<file path="config.mk">
export PLATFORM = sky130hd
export DESIGN_NAME = register_file
export DESIGN_NICKNAME = d
export VERILOG_FILES = /design/src/rtl/register_file.sv
export SDC_FILE = /design/constraint.sdc
export NUM_CORES = 1
export LEC_CHECK = 0
export ABC_AREA = 0
export ABC_CLOCK_PERIOD_IN_PS = 4000
export CORE_AREA = 2 2 155 157
export CTS_BUF_LIST = sky130_fd_sc_hd__clkbuf_8
export DETAILED_ROUTE_END_ITERATION = 16
export DIE_AREA = 0 0 157 159
export PLACE_DENSITY = 0.84
export SLEW_MARGIN = 20
export SYNTH_ARGS = -nofsm -noshare
export SYNTH_HDL_FRONTEND = slang
export SYNTH_SLANG_ARGS = --single-unit
</file>
<file path="constraint.sdc">
create_clock -name Clock -period 4 [get_ports Clock]
set_input_delay 0.6 -clock Clock [delete_from_list [all_inputs] [get_ports Clock]]
set_output_delay 0.6 -clock Clock [all_outputs]
set_load 0.05 [all_outputs]
</file>
<file path="src/rtl/register_file.sv">
// Eight-entry datapath register file (R1-R4, S1-S4) with per-register FunSel ops and two async read ports.
// Optional macro RF_SAT_EN: saturating increment/decrement instead of modulo wrap. WIDTH must be >= 16.
module register_file #(
  parameter int WIDTH = 16
) (
  input  logic             Clock,
  input  logic             Reset,
  input  logic [WIDTH-1:0] I,
  input  logic [2:0]       FunSel,
  input  logic [3:0]       RegSel,
  input  logic [3:0]       ScrSel,
  input  logic [2:0]       OutASel,
  input  logic [2:0]       OutBSel,
  output logic [WIDTH-1:0] OutA,
  output logic [WIDTH-1:0] OutB
);

  localparam int NREG = 8;
  localparam logic [WIDTH-1:0] ONE = {{(WIDTH-1){1'b0}}, 1'b1};

  typedef enum logic [2:0] {
    FS_DEC    = 3'b000,
    FS_INC    = 3'b001,
    FS_LOAD   = 3'b010,
    FS_CLEAR  = 3'b011,
    FS_CLR_LO = 3'b100,
    FS_LD_LO  = 3'b101,
    FS_LD_HI  = 3'b110,
    FS_SEXT   = 3'b111
  } fun_e;

  logic [WIDTH-1:0] rf_q [NREG];
  logic [WIDTH-1:0] rf_d [NREG];
  logic [NREG-1:0]  wr_en;

  function automatic logic [WIDTH-1:0] apply_fun(input logic [2:0] fs,
                                                 input logic [WIDTH-1:0] cur,
                                                 input logic [WIDTH-1:0] din);
    logic [WIDTH-1:0] r;
    r = cur;
    case (fun_e'(fs))
      FS_DEC: begin
`ifdef RF_SAT_EN
        r = (cur == '0) ? cur : cur - ONE;
`else
        r = cur - ONE;
`endif
      end
      FS_INC: begin
`ifdef RF_SAT_EN
        r = (cur == '1) ? cur : cur + ONE;
`else
        r = cur + ONE;
`endif
      end
      FS_LOAD:   r = din;
      FS_CLEAR:  r = '0;
      FS_CLR_LO: begin
        r      = '0;
        r[7:0] = din[7:0];
      end
      FS_LD_LO:  r[7:0]  = din[7:0];
      FS_LD_HI:  r[15:8] = din[7:0];
      FS_SEXT:   r = {{(WIDTH-8){din[7]}}, din[7:0]};
      default:   r = cur;
    endcase
    return r;
  endfunction

  // Index 0-3 = R1-R4, 4-7 = S1-S4; select bit 3 maps to the lowest index of each bank.
  always_comb begin
    for (int k = 0; k < 4; k++) begin
      wr_en[k]     = ~RegSel[3-k];
      wr_en[k + 4] = ~ScrSel[3-k];
    end
  end

  always_comb begin
    for (int k = 0; k < NREG; k++) begin
      rf_d[k] = rf_q[k];
      if (wr_en[k]) rf_d[k] = apply_fun(FunSel, rf_q[k], I);
    end
  end

  always_ff @(posedge Clock or posedge Reset) begin
    if (Reset) begin
      for (int k = 0; k < NREG; k++) rf_q[k] <= '0;
    end else begin
      for (int k = 0; k < NREG; k++) rf_q[k] <= rf_d[k];
    end
  end

  assign OutA = rf_q[OutASel];
  assign OutB = rf_q[OutBSel];

endmodule

</file>
==> results of run 1 <==
## cells in the final DEF, fill, tap and decap left out, types with 27 or more instances in the layout
cell type and instances:
nor4_1 48, nand3_1 71, clkdlybuf4s50_1 32, or3_1 27
mux4_2 64, o21ai_0 143, mux2_2 37, nor3_1 84
nand2_1 134, a31oi_1 29, xnor2_1 30, buf_4 69
nor2_1 120, a21oi_1 96, inv_1 46, dfrtp_1 128
nand4_1 38
## power by group through the flow
stage               Clock, mW  Sequential, mW  Combinational [mW]
CTS                      1.42            2.23                2.39
detailed placement          0            2.26                2.38
finish                   1.42            2.29                2.45
floorplan                   0            1.72                2.11
global route             1.48            2.33                2.61
global placement            0            2.24                2.33
## worst paths after layout
path / from / endpoint / cells after the start / slack, ns
setup / recovery: OutASel[1] / OutA[0] / 5 / 0.81
hold / removal: rf_q[46] / rf_q[46] / 2 / 0.63
setup reg to reg: rf_q[112] / rf_q[125] / 5 / 1.22
hold reg to reg: rf_q[46] / rf_q[46] / 2 / 0.63
max in group asynchronous: Reset / rf_q[100] / 3 / 2.71
min in group asynchronous: Reset / rf_q[15] / 3 / 0.68
## layout make-up
| cell class | instances | area, um^2 | share of cell area |
|---|---|---|---|
| Inverter | 47 | 180.2 | 0.01238 |
| Sequential cell | 128 | 3203 | 0.2200 |
| Antenna cell | 1 | 2.502 | 0.0001719 |
| Tap cell | 319 | 399.1 | 0.02742 |
| Clock inverter | 11 | 201.4 | 0.01384 |
| Multi-Input combinational cell | 1328 | 9248 | 0.6352 |
| Clock buffer | 20 | 275.3 | 0.01891 |
| Timing Repair Buffer | 113 | 1049 | 0.07202 |
## critical path, delay by kind of cell
family	cells	cell delay, ns
multiplexers	1	0.30
buffers and inverters	3	1.28
AO/OA/AOI/OAI	1	0.39
## per-stage QoR
stage               cells  setup WS, ns  power (mW)  hold WS, ns
floorplan            1698        0.4237       3.831       0.5116
global placement     1935        0.5122       4.566       0.5898
detailed placement   1935        0.4442       4.638       0.5907
CTS                  1966        0.8357       6.048       0.6114
global route         1967        0.7356       6.420       0.6991
finish               1967        0.8106       6.157       0.6334
## logic make-up (layout without fill, tap and decap cells)
kind of cell | Yosys count | in the layout | share of synthesized area
AOI/OAI and AO/OA | 480 | 480 | 0.2337
other | 0 | 1 | 0
adders and majority gates | 16 | 16 | 0.01500
and+or+nand+nor | 666 | 666 | 0.2598
muxes | 111 | 111 | 0.1467
xor gates and xnor gates | 55 | 55 | 0.03610
buffers and inverters | 242 | 191 | 0.06863
DFF | 128 | 128 | 0.2400
## layer usage
| layer | vias up | wire [um] | track usage |
|---|---|---|---|
| met1 | 6905 | 18990 | 0.5851 |
| met2 | 1287 | 21020 | 0.5674 |
| li1 | 6320 | - | - |
| met4 | 0 | 2591 | 0.1747 |
| met3 | 234 | 7619 | 0.09390 |
| met5 | - | 0 | 0 |
==> summary.md, run 1 <==
| Metric | Value |
|---|---|
| Num ports | `67` |
| Area of the core | `23190 um^2` |
| Top cells by area, synth | `dfrtp_1, mux4_2, o21ai_0` |
| Biggest regs | `rf_q x128` |
| Routed vias | `14750` |
| Area share of the leading cell type in the synthesized netlist | `0.2400` |
| Grt total ovfl | `0` |
| Reg with most FFs | `rf_q` |
| Syn nets | `1749` |
| Post-route design area | `14560 um^2` |
| Internal power | `3.359 mW` |
| Avg WL per Cell | `25.53 um` |
| Number of synthesized register bits | `128` |
| Die X | `157 um` |
| Layout net count | `1686` |
| Post-synth top area cell | `dfrtp_1` |
| Fill cells | `1963` |
| Share of cells above drive strength 1 | `0.1506` |
| Setup_tns | `0 ns` |
| VDD IR-drop max | `329.8 uV` |
| Crit-path max FO | `14` |
| Maximum clock frequency | `313.5 MHz` |
| Slew HR | `0.2462` |
| Clock Path Buffers | `2` |
| Kind of critical path | `in -> out` |
| Antenna violations before repair | `1` |
| Syn Inst Count | `1698` |
| Pin count of the biggest net entering global routing | `129` |
| EDFF count, synth | `0` |
| Die Area | `24960 um^2` |
| Worst path cell trace | `clkdlybuf4s50_1 > buf_12 > mux4_2 > o21ai_0 > buf_12` |
| Vias/cell | `7.497` |
| Core Util, Final | `0.6277` |
| Number of global-route vias before repair | `13170` |
| Most common cell in the netlist | `clkbuf_1` |
| DRT antenna net count | `0` |
| Syn-to-layout area delta | `9.085%` |
| Max reg flops | `128` |
| FFs w/ async S/R, synth | `1.000` |
| Top_reg_cell synth | `dfrtp_1` |
| Worst-path clk slew | `0.09 ns` |
| Switching power | `2.798 mW` |
| Hold bufs inserted after CTS | `0` |
| RSZ-0062 raised after global routing | `false` |
| Sw frac | `0.4545` |
| Crit. End Element | `output port` |
| Critical Path RT | `3.40 ns` |
| Yosys cell types | `78` |
| Max H-tree Level | `4` |
| Placer Congestion | `1.005` |
| Overall routing resource usage | `0.4013` |
| DRT Pass-1 Iters | `7` |
| Max-cap viol count | `0` |
| P_leak | `5.218 nW` |
| First-pass GRT wire length | `77430 um` |
| Clk network pwr share | `0.230` |
| Worst Tran Pin Value | `1.128 ns` |
| Slowest cell on the critical path | `clkdlybuf4s50_1` |
| Sequential area share after synthesis | `0.2400` |
| Postcts setup bufs | `0` |
| Rows | `56` |
| Tmin final | `3.189 ns` |
| Most common cell on crit path | `buf_12` |
| Worst skew pair latency | `0.47 ns` |
| Clock Skew | `0.02137 ns` |
| Final Cycle Share | `0.7973` |
| Die H | `159 um` |
| DRC Markers | `0` |
| Top post-synthesis cells by count | `clkbuf_1, o21ai_0, nand2_1, dfrtp_1, nor2_1` |
| Drt initial violations | `2506` |
| CP arrival | `2.59 ns` |
| Sink Count | `128` |
| CTS tree | `built` |
| Setup crit start kind | `input pin` |
| Final Slew Violations | `0` |
| Final wirelength | `50210 um` |
| Starting Density | `0.5754` |
| P per Cell Area | `422.9 nW/um^2` |
| Post_cts resized | `0` |
| Placed cell area | `14070 um^2` |
| Worst hold path type | `reg -> reg` |
| Crit path largest cell delay | `0.84 ns` |
| Comb pwr share | `0.398` |
| Num CTS Buffers | `17` |
| Post-DP HPWL | `35390 um` |
| Final hold violations | `0` |
| Sequential cell fraction of total power | `0.371` |
| Buffers on Ports | `66` |
| Clock root cell | `clkbuf_8` |
| Ys Warns | `0` |
| Status | `complete, no violations` |
| Final setup viols | `0` |
| Mapped cell area | `13350 um^2` |
| Syn avg cell area | `7.859 um^2` |
(Power assumes the default switching activity.)
==> run 2: changes to the inputs <==
ABC_CLOCK_PERIOD_IN_PS = 3100   (was 4000)
CORE_AREA = 2 2 154 156   (was 2 2 155 157)
DIE_AREA = 0 0 156 158   (was 0 0 157 159)
PLACE_DENSITY = 0.81   (was 0.84)
clock period = 3.1 ns   (was 4 ns; I/O delays follow)
==> run 2 against run 1 <==
Global-route usage grew 1.9 points. Worst hold slack lost 0.084 ns. Design area grew 1.7%. Highest routed layer unchanged. Setup slack lost 0.51 ns.
==> summary.md, run 2 (same netlist as run 1, synthesis figures left out) <==
| Metric | Value |
|---|---|
| Postcts setup bufs | `0 (unchanged)` |
| Reg with most FFs | `rf_q` |
| Max-cap viol count | `0 (unchanged)` |
| VDD IR-drop max | `360.2 uV (+9.2%)` |
| Routed vias | `14830 (+0.60%)` |
| DRT antenna net count | `0 (unchanged)` |
| Final setup viols | `0 (unchanged)` |
| Slowest cell on the critical path | `clkdlybuf4s50_1` |
| Number of global-route vias before repair | `13270 (+0.77%)` |
| Die X | `156 um (-0.64%)` |
| DRT Pass-1 Iters | `6 (-1)` |
| Worst path cell trace | `clkdlybuf4s50_1 > buf_12 > mux4_2 > mux2_2 > buf_4` |
| Max H-tree Level | `4 (unchanged)` |
| Hold bufs inserted after CTS | `0 (unchanged)` |
| Avg WL per Cell | `25.86 um (+1.3%)` |
| Max reg flops | `128 (unchanged)` |
| Tmin final | `2.798 ns` |
| Final Slew Violations | `0 (unchanged)` |
| Clock Skew | `0.01874 ns (-0.002624 ns)` |
| Internal power | `4.105 mW (+22%)` |
| DRC Markers | `0 (unchanged)` |
| Worst Tran Pin Value | `0.8711 ns (-0.2571 ns)` |
| Maximum clock frequency | `357.4 MHz` |
| Buffers on Ports | `66 (unchanged)` |
| Dpl ws | `0.1678 ns (-0.2764 ns)` |
| P per Cell Area | `523.8 nW/um^2 (+24%)` |
| Share of cells above drive strength 1 | `0.1716 (+0.02102)` |
| Clock Path Buffers | `2 (unchanged)` |
| Core Util, Final | `0.6424 (+0.01473)` |
| Pin count of the biggest net entering global routing | `129 (unchanged)` |
| Placed cell area | `14420 um^2 (+2.5%)` |
| Slew HR | `0.4171 (+0.1709)` |
| Clk network pwr share | `0.200 (-0.030)` |
| Biggest regs | `rf_q x128` |
| CP Buf/Inv Count | `3 (unchanged)` |
| RSZ-0062 raised after global routing | `false` |
| Grt total ovfl | `0 (unchanged)` |
| Worst skew pair latency | `0.46 ns (about the same)` |
| Sw frac | `0.4708 (+0.01635)` |
| Crit path largest cell delay | `0.72 ns (-0.12 ns)` |
| Setup crit start kind | `input pin` |
| Die Area | `24650 um^2 (-1.3%)` |
| Crit-path max FO | `26 (+12)` |
| Sink Count | `128 (unchanged)` |
| Status | `complete, no violations` |
| Area of the core | `23050 um^2 (-0.60%)` |
| Overall routing resource usage | `0.4199 (+0.01863)` |
| Comb pwr share | `0.426 (+0.028)` |
| Final antenna diode count | `0 (-1)` |
| Syn-to-layout area delta | `10.97%` |
| Total power | `7.757 mW (+26%)` |
| Worst reg2reg setup slack | `0.43 ns (-0.79 ns)` |
| Num ports | `67 (unchanged)` |
| Sequential cell fraction of total power | `0.374 (+0.003)` |
| Die H | `158 um (-0.63%)` |
| Placer Congestion | `1.046 (+4.1%)` |
| CP arrival | `2.33 ns (-0.26 ns)` |
| Final std cells w/o fill | `1980 (+0.66%)` |
| Commonest non-fill, non-tap cell in the layout | `o21ai_0` |
| CP top delay family | `buffers and inverters` |
| P_leak | `5.407 nW (+3.6%)` |
| Drt initial violations | `2379 (-5.1%)` |
| Worst-path clk slew | `0.09 ns (about the same)` |
| Worst hold path type | `in -> async` |
| Vias/cell | `7.492 (about the same)` |
| Antenna violations before repair | `1 (unchanged)` |
| Final setup margin | `0.3022 ns (-0.5085 ns)` |
| Placed Cells | `1949 (+0.72%)` |
| Switching power | `3.652 mW (+31%)` |
| Post_cts resized | `0 (unchanged)` |
| Starting Density | `0.5789 (+0.003498)` |
| Setup_tns | `0 ns (unchanged)` |
| Clock root cell | `clkbuf_8` |
| CTS tree | `built` |
| Fill cells | `2019 (+2.9%)` |
| Crit. End Element | `output port` |
| Post-DP HPWL | `36670 um (+3.6%)` |
| Num CTS Buffers | `17 (unchanged)` |
| Rows | `56 (unchanged)` |
| Final hold violations | `0 (unchanged)` |
| Kind of critical path | `in -> out` |
| First-pass GRT wire length | `79110 um (+2.2%)` |
| Hold_ws | `0.5489 ns (-0.08446 ns)` |
| Layout net count | `1729 (+2.6%)` |
| Post-route design area | `14810 um^2 (+1.7%)` |
| Final wirelength | `51200 um (+2.0%)` |
| Critical Path RT | `2.63 ns (-0.77 ns)` |
| Most frequent cells in the layout | `o21ai_0, nand2_1, dfrtp_1, nor2_1, buf_4` |
| Final Cycle Share | `0.9025` |
==> run 2: final timing paths <==
kind	start	endpoint	cells past startpoint
hold reg to reg	rf_q[46]	rf_q[46]	2
max in group asynchronous	Reset	rf_q[66]	3
hold / removal	Reset	rf_q[45]	3
min in group Clock	rf_q[46]	rf_q[46]	2
setup reg to reg	rf_q[96]	rf_q[106]	7
setup / recovery	OutBSel[1]	OutB[8]	5
==> run 2: cell type report <==
type | count | area (um^2) | area share
Timing Repair Buffer | 156 | 1434 | 0.09682
Tap cell | 290 | 362.8 | 0.02450
Inverter | 47 | 180.2 | 0.01217
Clock inverter | 13 | 140.1 | 0.009463
Sequential cell | 128 | 3203 | 0.2163
Clock buffer | 18 | 247.7 | 0.01673
Multi-Input combinational cell | 1328 | 9241 | 0.6240
==> run 2: per-layer routing <==
metal	track usage	wire length [um]
met5	0	0
met4	0.1979	2747
met3	0.09828	7026
met2	0.5982	21430
met1	0.6019	19990
==> run 2: power groups by stage <==
stage / combinational, mW / clock, mW / sequential (mW)
floorplan: 2.73 / 0 / 2.22
global placement: 3.17 / 0 / 2.85
detailed placement: 3.22 / 0 / 2.87
CTS: 3.23 / 1.56 / 2.84
global route: 3.53 / 1.61 / 2.96
finish: 3.30 / 1.55 / 2.90
==> run 2: worst reg2reg max path, cell delays in order (launching register included) <==
cell,delay (ns)
dfrtp_1,0.47
inv_1,0.15
ha_1,0.21
nor3b_1,0.58
nand3_1,0.45
or4_1,0.51
nand3_1,0.09
o211ai_1,0.09
